File: src/rtl/ifetch_queue.sv
// ifetch_queue -- instruction fetch stage for processor Z.
//
// Owns the program counter and the single RAM port, which it shares with an
// external loader. While running it issues at most one read per cycle and
// buffers the returned words, tagged with their addresses, in a DEPTH-entry
// queue that decode drains over a valid/ready handshake. A redirect flushes
// the queue and restarts fetch at a new address. A word whose top byte is
// 8'h00 is a HALT: it is delivered, and fetching stops until the next redirect.
//
// Ports
//   clock, reset       rising-edge clock, synchronous active-high reset
//   working            1 = fetch owns the RAM port, 0 = loader owns it
//   ext_addr/wr/wdata  loader access, passed to the RAM while IDLE
//   mem_addr/wr/wdata  RAM port outputs
//   mem_rd             read issued this cycle; mem_rdata returns one cycle later
//   mem_rdata          RAM read data
//   redirect           flush the queue and restart fetch at redirect_pc
//   out_valid/ready    decode handshake for the head entry
//   out_instr, out_pc  head instruction word and its address
//   halted             fetch stopped on a HALT word
//
// Optional feature macro: IFQ_BYPASS_EN
//   Defined: a word returning into an empty queue is shown on out_* in its
//   capture cycle, and is not enqueued if decode takes it in that cycle.
//   Undefined: every word passes through the queue and out_* come from
//   registers only.

module ifetch_queue #(
   parameter int ADDR_W = 9,
   parameter int DATA_W = 32,
   parameter int DEPTH  = 4
) (
   input  logic              clock,
   input  logic              reset,
   input  logic              working,
   input  logic [ADDR_W-1:0] ext_addr,
   input  logic              ext_wr,
   input  logic [DATA_W-1:0] ext_wdata,
   output logic [ADDR_W-1:0] mem_addr,
   output logic              mem_wr,
   output logic [DATA_W-1:0] mem_wdata,
   output logic              mem_rd,
   input  logic [DATA_W-1:0] mem_rdata,
   input  logic              redirect,
   input  logic [ADDR_W-1:0] redirect_pc,
   output logic              out_valid,
   input  logic              out_ready,
   output logic [DATA_W-1:0] out_instr,
   output logic [ADDR_W-1:0] out_pc,
   output logic              halted
);

   // state | meaning
   // IDLE  | loader owns the RAM port, no fetch issued
   // RUN   | fetching one word per cycle while the queue has credit
   // HALT  | HALT word captured, fetch stopped until a redirect

   localparam int PTR_W = $clog2(DEPTH);
   localparam int CNT_W = PTR_W + 1;

   typedef enum logic [1:0] {
      IDLE = 2'd0,
      RUN  = 2'd1,
      HALT = 2'd2
   } fetchState_t;

   fetchState_t       state;
   fetchState_t       stateNext;
   logic [ADDR_W-1:0] pc;
   logic [DATA_W-1:0] qInstr [DEPTH];
   logic [ADDR_W-1:0] qPc    [DEPTH];
   logic [PTR_W-1:0]  headPtr;
   logic [PTR_W-1:0]  tailPtr;
   logic [CNT_W-1:0]  count;
   logic              inflight;
   logic [ADDR_W-1:0] inflightPc;
   logic [DATA_W-1:0] lastInstr;
   logic [ADDR_W-1:0] lastPc;

   logic [CNT_W-1:0]  creditUsed;
   logic              issue;
   logic              capture;
   logic              isHaltWord;
   logic              flush;
   logic              queueValid;
   logic              popQueue;
   logic              push;

   // A queue slot is reserved for every read in flight, so a capture can
   // never find the queue full.
   always_comb begin
      creditUsed = count + CNT_W'(inflight);
      issue      = (state == RUN) && !redirect && (creditUsed < CNT_W'(DEPTH));
      capture    = inflight && !redirect && (state != HALT);
      isHaltWord = (mem_rdata[DATA_W-1 -: 8] == 8'h00);
      flush      = redirect && (state != IDLE);
      queueValid = (count != '0);
      popQueue   = queueValid && out_ready;
   end

   // When nothing is presentable, out_* hold whatever was shown last cycle.
`ifdef IFQ_BYPASS_EN
   logic bypassHit;

   always_comb begin
      bypassHit = capture && !queueValid;
      push      = capture && !(bypassHit && out_ready);
      out_valid = queueValid || bypassHit;
      if (queueValid) begin
         out_instr = qInstr[headPtr];
         out_pc    = qPc[headPtr];
      end else if (bypassHit) begin
         out_instr = mem_rdata;
         out_pc    = inflightPc;
      end else begin
         out_instr = lastInstr;
         out_pc    = lastPc;
      end
   end
`else
   always_comb begin
      push      = capture;
      out_valid = queueValid;
      out_instr = queueValid ? qInstr[headPtr] : lastInstr;
      out_pc    = queueValid ? qPc[headPtr]    : lastPc;
   end
`endif

   always_comb begin
      stateNext = state;
      case (state)
         IDLE: begin
            if (working) stateNext = RUN;
         end
         RUN: begin
            if (!working)                    stateNext = IDLE;
            else if (capture && isHaltWord)  stateNext = HALT;
         end
         HALT: begin
            if (!working)     stateNext = IDLE;
            else if (redirect) stateNext = RUN;
         end
         default: stateNext = IDLE;
      endcase
   end

   always_comb begin
      mem_wdata = ext_wdata;
      mem_rd    = issue;
      halted    = (state == HALT);
      if (state == IDLE) begin
         mem_addr = ext_addr;
         mem_wr   = ext_wr;
      end else begin
         mem_addr = pc;
         mem_wr   = 1'b0;
      end
   end

   always_ff @(posedge clock) begin
      if (reset) begin
         state      <= IDLE;
         pc         <= '0;
         headPtr    <= '0;
         tailPtr    <= '0;
         count      <= '0;
         inflight   <= 1'b0;
         inflightPc <= '0;
         lastInstr  <= '0;
         lastPc     <= '0;
      end else begin
         state     <= stateNext;
         inflight  <= issue;
         lastInstr <= out_instr;
         lastPc    <= out_pc;
         if (issue) inflightPc <= pc;

         if (redirect)   pc <= redirect_pc;
         else if (issue) pc <= pc + ADDR_W'(1);

         // A handshake in the redirect cycle still completes; the flush
         // then discards everything that is left.
         if (flush) begin
            headPtr <= '0;
            tailPtr <= '0;
            count   <= '0;
         end else begin
            if (push)     tailPtr <= tailPtr + PTR_W'(1);
            if (popQueue) headPtr <= headPtr + PTR_W'(1);
            count <= count + CNT_W'(push) - CNT_W'(popQueue);
         end
      end
   end

   always_ff @(posedge clock) begin
      if (push) begin
         qInstr[tailPtr] <= mem_rdata;
         qPc[tailPtr]    <= inflightPc;
      end
   end

endmodule

File: config.mk
export PLATFORM = sky130hd
export DESIGN_NAME = ifetch_queue
export DESIGN_NICKNAME = d
export VERILOG_FILES = /design/src/rtl/ifetch_queue.sv
export SDC_FILE = /design/constraint.sdc
export NUM_CORES = 1
export LEC_CHECK = 0
export ABC_CLOCK_PERIOD_IN_PS = 3000
export BUFFER_PORTS_ARGS = -buffer_cell sky130_fd_sc_hd__clkbuf_2
export CORE_ASPECT_RATIO = 2
export CORE_MARGIN = 2
export CORE_UTILIZATION = 55
export CTS_CLUSTER_DIAMETER = 150
export DETAILED_ROUTE_END_ITERATION = 8
export PLACE_DENSITY = 0.83
export SYNTH_ARGS = -nofsm -noshare
export SYNTH_HDL_FRONTEND = slang
export SYNTH_SLANG_ARGS = --single-unit
File: constraint.sdc
create_clock -name clock -period 3 [get_ports clock]
set_input_delay 0.6 -clock clock [delete_from_list [all_inputs] [get_ports clock]]
set_output_delay 0.6 -clock clock [all_outputs]
set_load 0.01 [all_outputs]
==> flow_summary.toml, run 1 <==
[logic_synthesis]
syn_inst = 549
synth_largest_area_cell = "edfxtp_1"
ys_ff_latch = 235
avgSynthCellArea_sq_um = 17.27
synthArstFlopShare_pct = 0
synth_ff_type = "edfxtp_1"
synth_edf_count = 164
ys.warnings.count = 0
synthTopCellsByArea = "edfxtp_1 (52%), dfxtp_1 (15%), mux4_2 (9.7%)"
synthesis.area_sq_um = 9480
synth_cell_types = 44
yosys.area.top_type_share_pct = 51.95
synth_fp_nets = 645
synth_seq_area_share_pct = 66.94

[routing]
detail_route.wirelength_microns = 17650
postRouteAntennaNets = 0
drcViolationCount = 0
wl_per_cell_microns = 20.53
num_vias = 4901
drtIter0Drc = 249
viasPerCell = 5.699
firstDrtPassIters = 4

[die]
start_util_pct = 56.26
dieWidth_microns = 96.84
core_area_sq_um = 16850
rows = 67
ios = 174
die_height_microns = 189.7
dieArea_sq_um = 18370

[sta]
setup-tns-final_ps = 0
slew-limit-headroom_pct = 59.45
post-route-period-util_pct = 91.91
min_period_ps = 2757
finClkSkew_ps = 8.851
tightest_slew_ps = 608.2
drv_slew = 0
max_freq_mhz = 362.7
holdWs_ps = 331.8
rsz0062_at_grt = "false"
setup_viol = 0
final_hold_viol_count = 0

[clocking]
clkTransAtPathRegs_ps = 70
cts_tree = "done"
cts.htree.levels = 1
cts_setup_buffers = 0
cts_buffer_depth = 3
ctsHoldBuffers = 0
clkLatencyLatePin_ps = 480
cts_root_buf = "clkbuf_16"
post_cts_resized = 0
cts_buffers = 20
clock-sinks = 235

[power]
p_leak_uw = 0.003870
ir_drop_v = 0.0004615
powerDensity_nw_per_um2 = 864.0

[hold_path]
min_path_type = "input pin to flop"

[critical_path]
worst-path-max-fanout = 41
endpoint_kind = "output pin"
cp-start-kind = "flop"
worstPathArrival_ps = 2160
critPathRequiredTime_ps = 2400
critPathKind = "flop to output pin"

[global_routing]
grt_first_pass_wirelength_microns = 27890
grt_pass1_vias = 5364
antenna_found_initial = 0
gr-total-overflow = 0
grt_start_max_net_pins = 44
globalRouteTotalUtil_pct = 19.12

[placement]
numPortBuffers = 109
gp_congestion = 0.8708
dp.final_hpwl_microns = 11760

[finish]
syn2layout_area_growth_pct = 12.66
drive_gt1_share_pct = 39.82
fin_nets = 735
antennaDiodeCount = 0
n_fill_cell = 1183

[run]
maxCapViolations = 0

[status]
status = "finished, final reports clean"
kinds of logic after synthesis:
kind of cell             Yosys count  synth area share (%)
flip-flops                       235                 66.94
multiplexers                     101                 18.20
buffers and inverters             70                 4.791
AO/OA/AOI/OAI                     26                 2.164
adder cells (fa/ha/maj)            8                 1.135
AND/OR/NAND/NOR                   99                 5.847
XOR/XNOR                          10                0.9239
final cells by class:
cell class / count / area [sq um] / share of cell area [%]
well taps: 207 / 259.0 / 2.425
multi-input cells: 244 / 2695 / 25.23
clock inverters: 12 / 91.34 / 0.8552
repair buffers: 126 / 701.9 / 6.572
inverters: 12 / 45.04 / 0.4217
clock buffers: 24 / 536.8 / 5.026
flip-flops and latches: 235 / 6351 / 59.47
layout by cell type (no fill, tap or decap), drive strengths merged, types with 2 or more instances in the layout:
cell type  instances
edfxtp           164
clkbuf           133
dfxtp             71
mux2              50
nor2b             42
mux4              41
nor2              22
buf               17
inv               12
mux2i             10
clkinv            10
xnor2              9
nand2              9
ha                 7
a211oi             6
and3               4
o22ai              4
and2               3
nand3              3
a21oi              3
a2111oi            3
nand4              3
or3                3
nand2b             2
o21bai             2
nor4               2
nor3b              2
and4               2
o21ai              2
registers in the layout (all words and copies together) (netlist names), named ones only:
signal,count
qInstr,128
qPc,36
lastInstr,32
inflightPc,9
lastPc,9
pc,9
count,3
headPtr,2
state,2
tailPtr,2
inflight,1
critical path, stage by stage, from the launching register on:
cell and delay (ps):
dfxtp_4 350, buf_12 310, mux4_2 540, mux2_1 320, clkbuf_2 140
cell usage after synthesis (all sizes together), types with 2 or more instances:
cell type / n
nor2b: 42
o21bai: 2
mux2: 50
o22ai: 4
nand3: 3
and2: 3
edfxtp: 164
dfxtp: 71
ha: 7
buf: 49
or3: 3
a2111oi: 3
nor3b: 2
nand2b: 2
inv: 12
and3: 4
and4: 2
clkbuf: 9
a21oi: 3
mux2i: 10
nor4: 2
a211oi: 6
o21ai: 2
nand4: 3
nor2: 22
mux4: 41
nand2: 9
xnor2: 9
per-stage QoR:
stage | std cells | worst slack [ps] | total power, uW | area (sq um) | utilization (%)
final | 860 | 242.8 | 9227 | 10680 | 63.38
after global routing | 860 | 124.5 | 9609 | 10680 | 63.38
after CTS | 860 | 68.84 | 9318 | 10680 | 63.36
after detailed placement | 824 | 248.3 | 6848 | 10050 | 59.63
after global placement | 824 | 401.1 | 6760 | 10050 | 59.63
after floorplan | 549 | 485.2 | 6106 | 9480 | -
layer usage:
| metal | global-route usage [%] | wire length [microns] | share of wire [%] |
|---|---|---|---|
| met3 | 2.866 | 650 | 3.7 |
| met1 | 20.79 | 6358 | 36 |
| met2 | 36.89 | 10150 | 57 |
| met4 | 7.313 | 498 | 2.8 |
| met5 | 0 | 0 | 0 |
report_power, final:
| group | internal, uW | switching, uW | total, uW | leakage [uW] |
|---|---|---|---|---|
| Clock | 1370 | 1090 | 2470 | 0.000309 |
| Sequential | 3740 | 130 | 3870 | 0.00208 |
| Combinational | 1560 | 1330 | 2890 | 0.00148 |
| Total | 6670 | 2560 | 9230 | 0.00387 |
worst paths after layout:
kind	start	cells after the start	to	slack, ps
setup / recovery	flop	4	out_instr[31]	240
hold / removal	mem_rdata[4]	1	qInstr[3][4]	330
hold reg to reg	inflightPc[1]	0	qPc[1][1]	510
setup reg to reg	inflight	10	count[2]	520
(Power assumes the default switching activity.)
==> inputs of run 2 (changes only) <==
CORE_UTILIZATION = 58   (was 55)
CTS_BUF_LIST = sky130_fd_sc_hd__clkbuf_8   (was default)
PLACE_DENSITY = 0.87   (was 0.83)
==> run 2 against run 1 <==
  * Hold slack got worse by 19 ps
  * Via count is 2.5% higher
  * Global-route usage rose by 2.0 points
  * Wire length is 1.3% higher
  * Final cell count up 3.0%
  * Critical path depth unchanged
  * Core utilization rose by 3.9 points
  * Count of clock-buffer cells in the layout up 15
  * Maximum frequency hardly changed
  * Critical path type unchanged
  * Largest power group unchanged
  * Highest routed layer unchanged
==> flow_summary.toml, run 2 (synthesis results as in run 1) <==
[status]
status = "finished, final reports clean"

[critical_path]
critPathRequiredTime_ps = 2400
crit_slowest_cell = "or3_2"
cp-startpoint = "count[1]"
cp-start-kind = "flop"
worstPathArrival_ps = 2150
worst-path-max-fanout = 43
timing.rr.end = "count[2]"
endpoint_kind = "output pin"
crit_chain = "or3_2, buf_12, mux2_4, clkbuf_2"
r2r_cells = 9
r2r_slack_ps = 420
r2r_start = "count[1]"
max_stage_delay_ps = 530
critPathKind = "flop to output pin"

[routing]
detail_route.wirelength_microns = 17890
num_vias = 5025
postRouteAntennaNets = 0
viasPerCell = 5.672
drtIter0Drc = 192
firstDrtPassIters = 5
drcViolationCount = 0
wl_per_cell_microns = 20.19

[power]
power_uw = 9440
powerDensity_nw_per_um2 = 871.3
p_leak_uw = 0.004004
ir_drop_v = 0.0007648

[finish]
antennaDiodeCount = 0
largest_register_ffs = 128
fin_nets = 752
reg.largest.list = "qInstr (128), qPc (36), lastInstr (32)"
final_cell_mix = "edfxtp_1 (164), clkbuf_2 (109), dfxtp_1 (69)"
largest-register = "qInstr"
layout_commonest_cell = "edfxtp_1"
n_fill_cell = 1044
drive_gt1_share_pct = 41.20
syn2layout_area_growth_pct = 14.29

[die]
ios = 174
start_util_pct = 58.87
core_area_sq_um = 16100
dieArea_sq_um = 17450
die_height_microns = 184.8
dieWidth_microns = 94.41
rows = 66

[sta]
slew-limit-headroom_pct = 59.12
rsz0062_at_grt = "false"
drv_slew = 0
final_hold_viol_count = 0
post-route-period-util_pct = 91.82
setup-tns-final_ps = 0
finClkSkew_ps = 17.76
max_freq_mhz = 363.0
setup_viol = 0
min_period_ps = 2755
tightest_slew_ps = 607.6

[hold_path]
hold_path.startpoint = "mem_rdata[2]"
hold_end = "qInstr[0][2]"
min_path_type = "input pin to flop"
hold_path_depth = 1

[placement]
dp.final_hpwl_microns = 11120
numPortBuffers = 109
gp_congestion = 0.7849

[clocking]
clock-sinks = 235
ctsHoldBuffers = 0
cts_buffers = 34
cts_buffer_depth = 3
cts.htree.levels = 2
clkLatencyLatePin_ps = 500
clkTransAtPathRegs_ps = 70
cts_root_buf = "clkbuf_8"
cts_tree = "done"

[global_routing]
grt_pass1_vias = 5376
grt_first_pass_wirelength_microns = 27700
antenna_found_initial = 0
gr-total-overflow = 0
grt_start_max_net_pins = 44
globalRouteTotalUtil_pct = 21.11

[run]
maxCapViolations = 0
## run 2: cell types whose count changed in the layout (fill, tap and decap cells not counted), sizes merged
cell      previous run  this run
clkinv              10         8
clkbuf             133       148
bufinv               1         3
buf                 17        20
clkinvlp             1         0
inv                 12        24
## run 2: what timing repair did
item                                    in CTS  in global routing
endpoints found under the setup margin       0                  2
endpoints found under the hold margin        0                  0
buffers inserted                             0                  6
gates resized for setup                      0                  0
## run 2: cell type report
type / count / area [sq um] / share of cell area (%)
clock buffer: 39 / 536.8 / 4.954
clock inverter: 23 / 172.7 / 1.594
inverter: 12 / 45.04 / 0.4157
multi-input combinational: 244 / 2691 / 24.84
sequential: 235 / 6351 / 58.61
tap: 204 / 255.2 / 2.356
timing repair buffer: 129 / 783.3 / 7.229
## run 2: worst max path at each step
stage	to	slack [ps]	cells past startpoint
6_report	out_instr[18]	250	4
3_3_place_gp	count[2]	420	11
5_1_grt	out_pc[8]	190	4
3_5_place_dp	count[2]	260	11
4_1_cts	out_pc[8]	30	4
2_1_floorplan	count[2]	490	11
## run 2: stage by stage
stage | setup WS (ps) | instance area (sq um) | cells | util, % | hold slack, ps
detailed placement | 264.8 | 10080 | 818 | 62.60 | 494.5
CTS | 33.72 | 10790 | 880 | 67.01 | 295.1
finish | 245.3 | 10840 | 886 | 67.29 | 312.8
global route | 192.2 | 10840 | 886 | 67.29 | 302.2
global placement | 420.2 | 10080 | 818 | 62.60 | 487.2
floorplan | 485.2 | 9480 | 549 | - | 459.4
## run 2: layer usage
metal / vias to the layer above / wire, microns / track usage [%]
met1: 2523 / 6716 / 24.85
met2: 198 / 9597 / 37.74
met4: 0 / 391 / 7.536
met5: - / 0 / 0
met3: 36 / 1185 / 4.475
li1: 2268 / - / -
## run 2: report_power, final
part | leakage, uW | switching [uW] | internal, uW
combinational | 0.00151 | 1320 | 1620
sequential | 0.00208 | 140 | 3740
clock | 0.000413 | 1160 | 1450
total | 0.00400 | 2620 | 6820
## run 2: critical path: cells and delay by family, from the launching register on
kind	cells	cell delay, ps
and+or+nand+nor	1	530
muxes	1	360
buffers and inverters	2	370
DFF	1	360
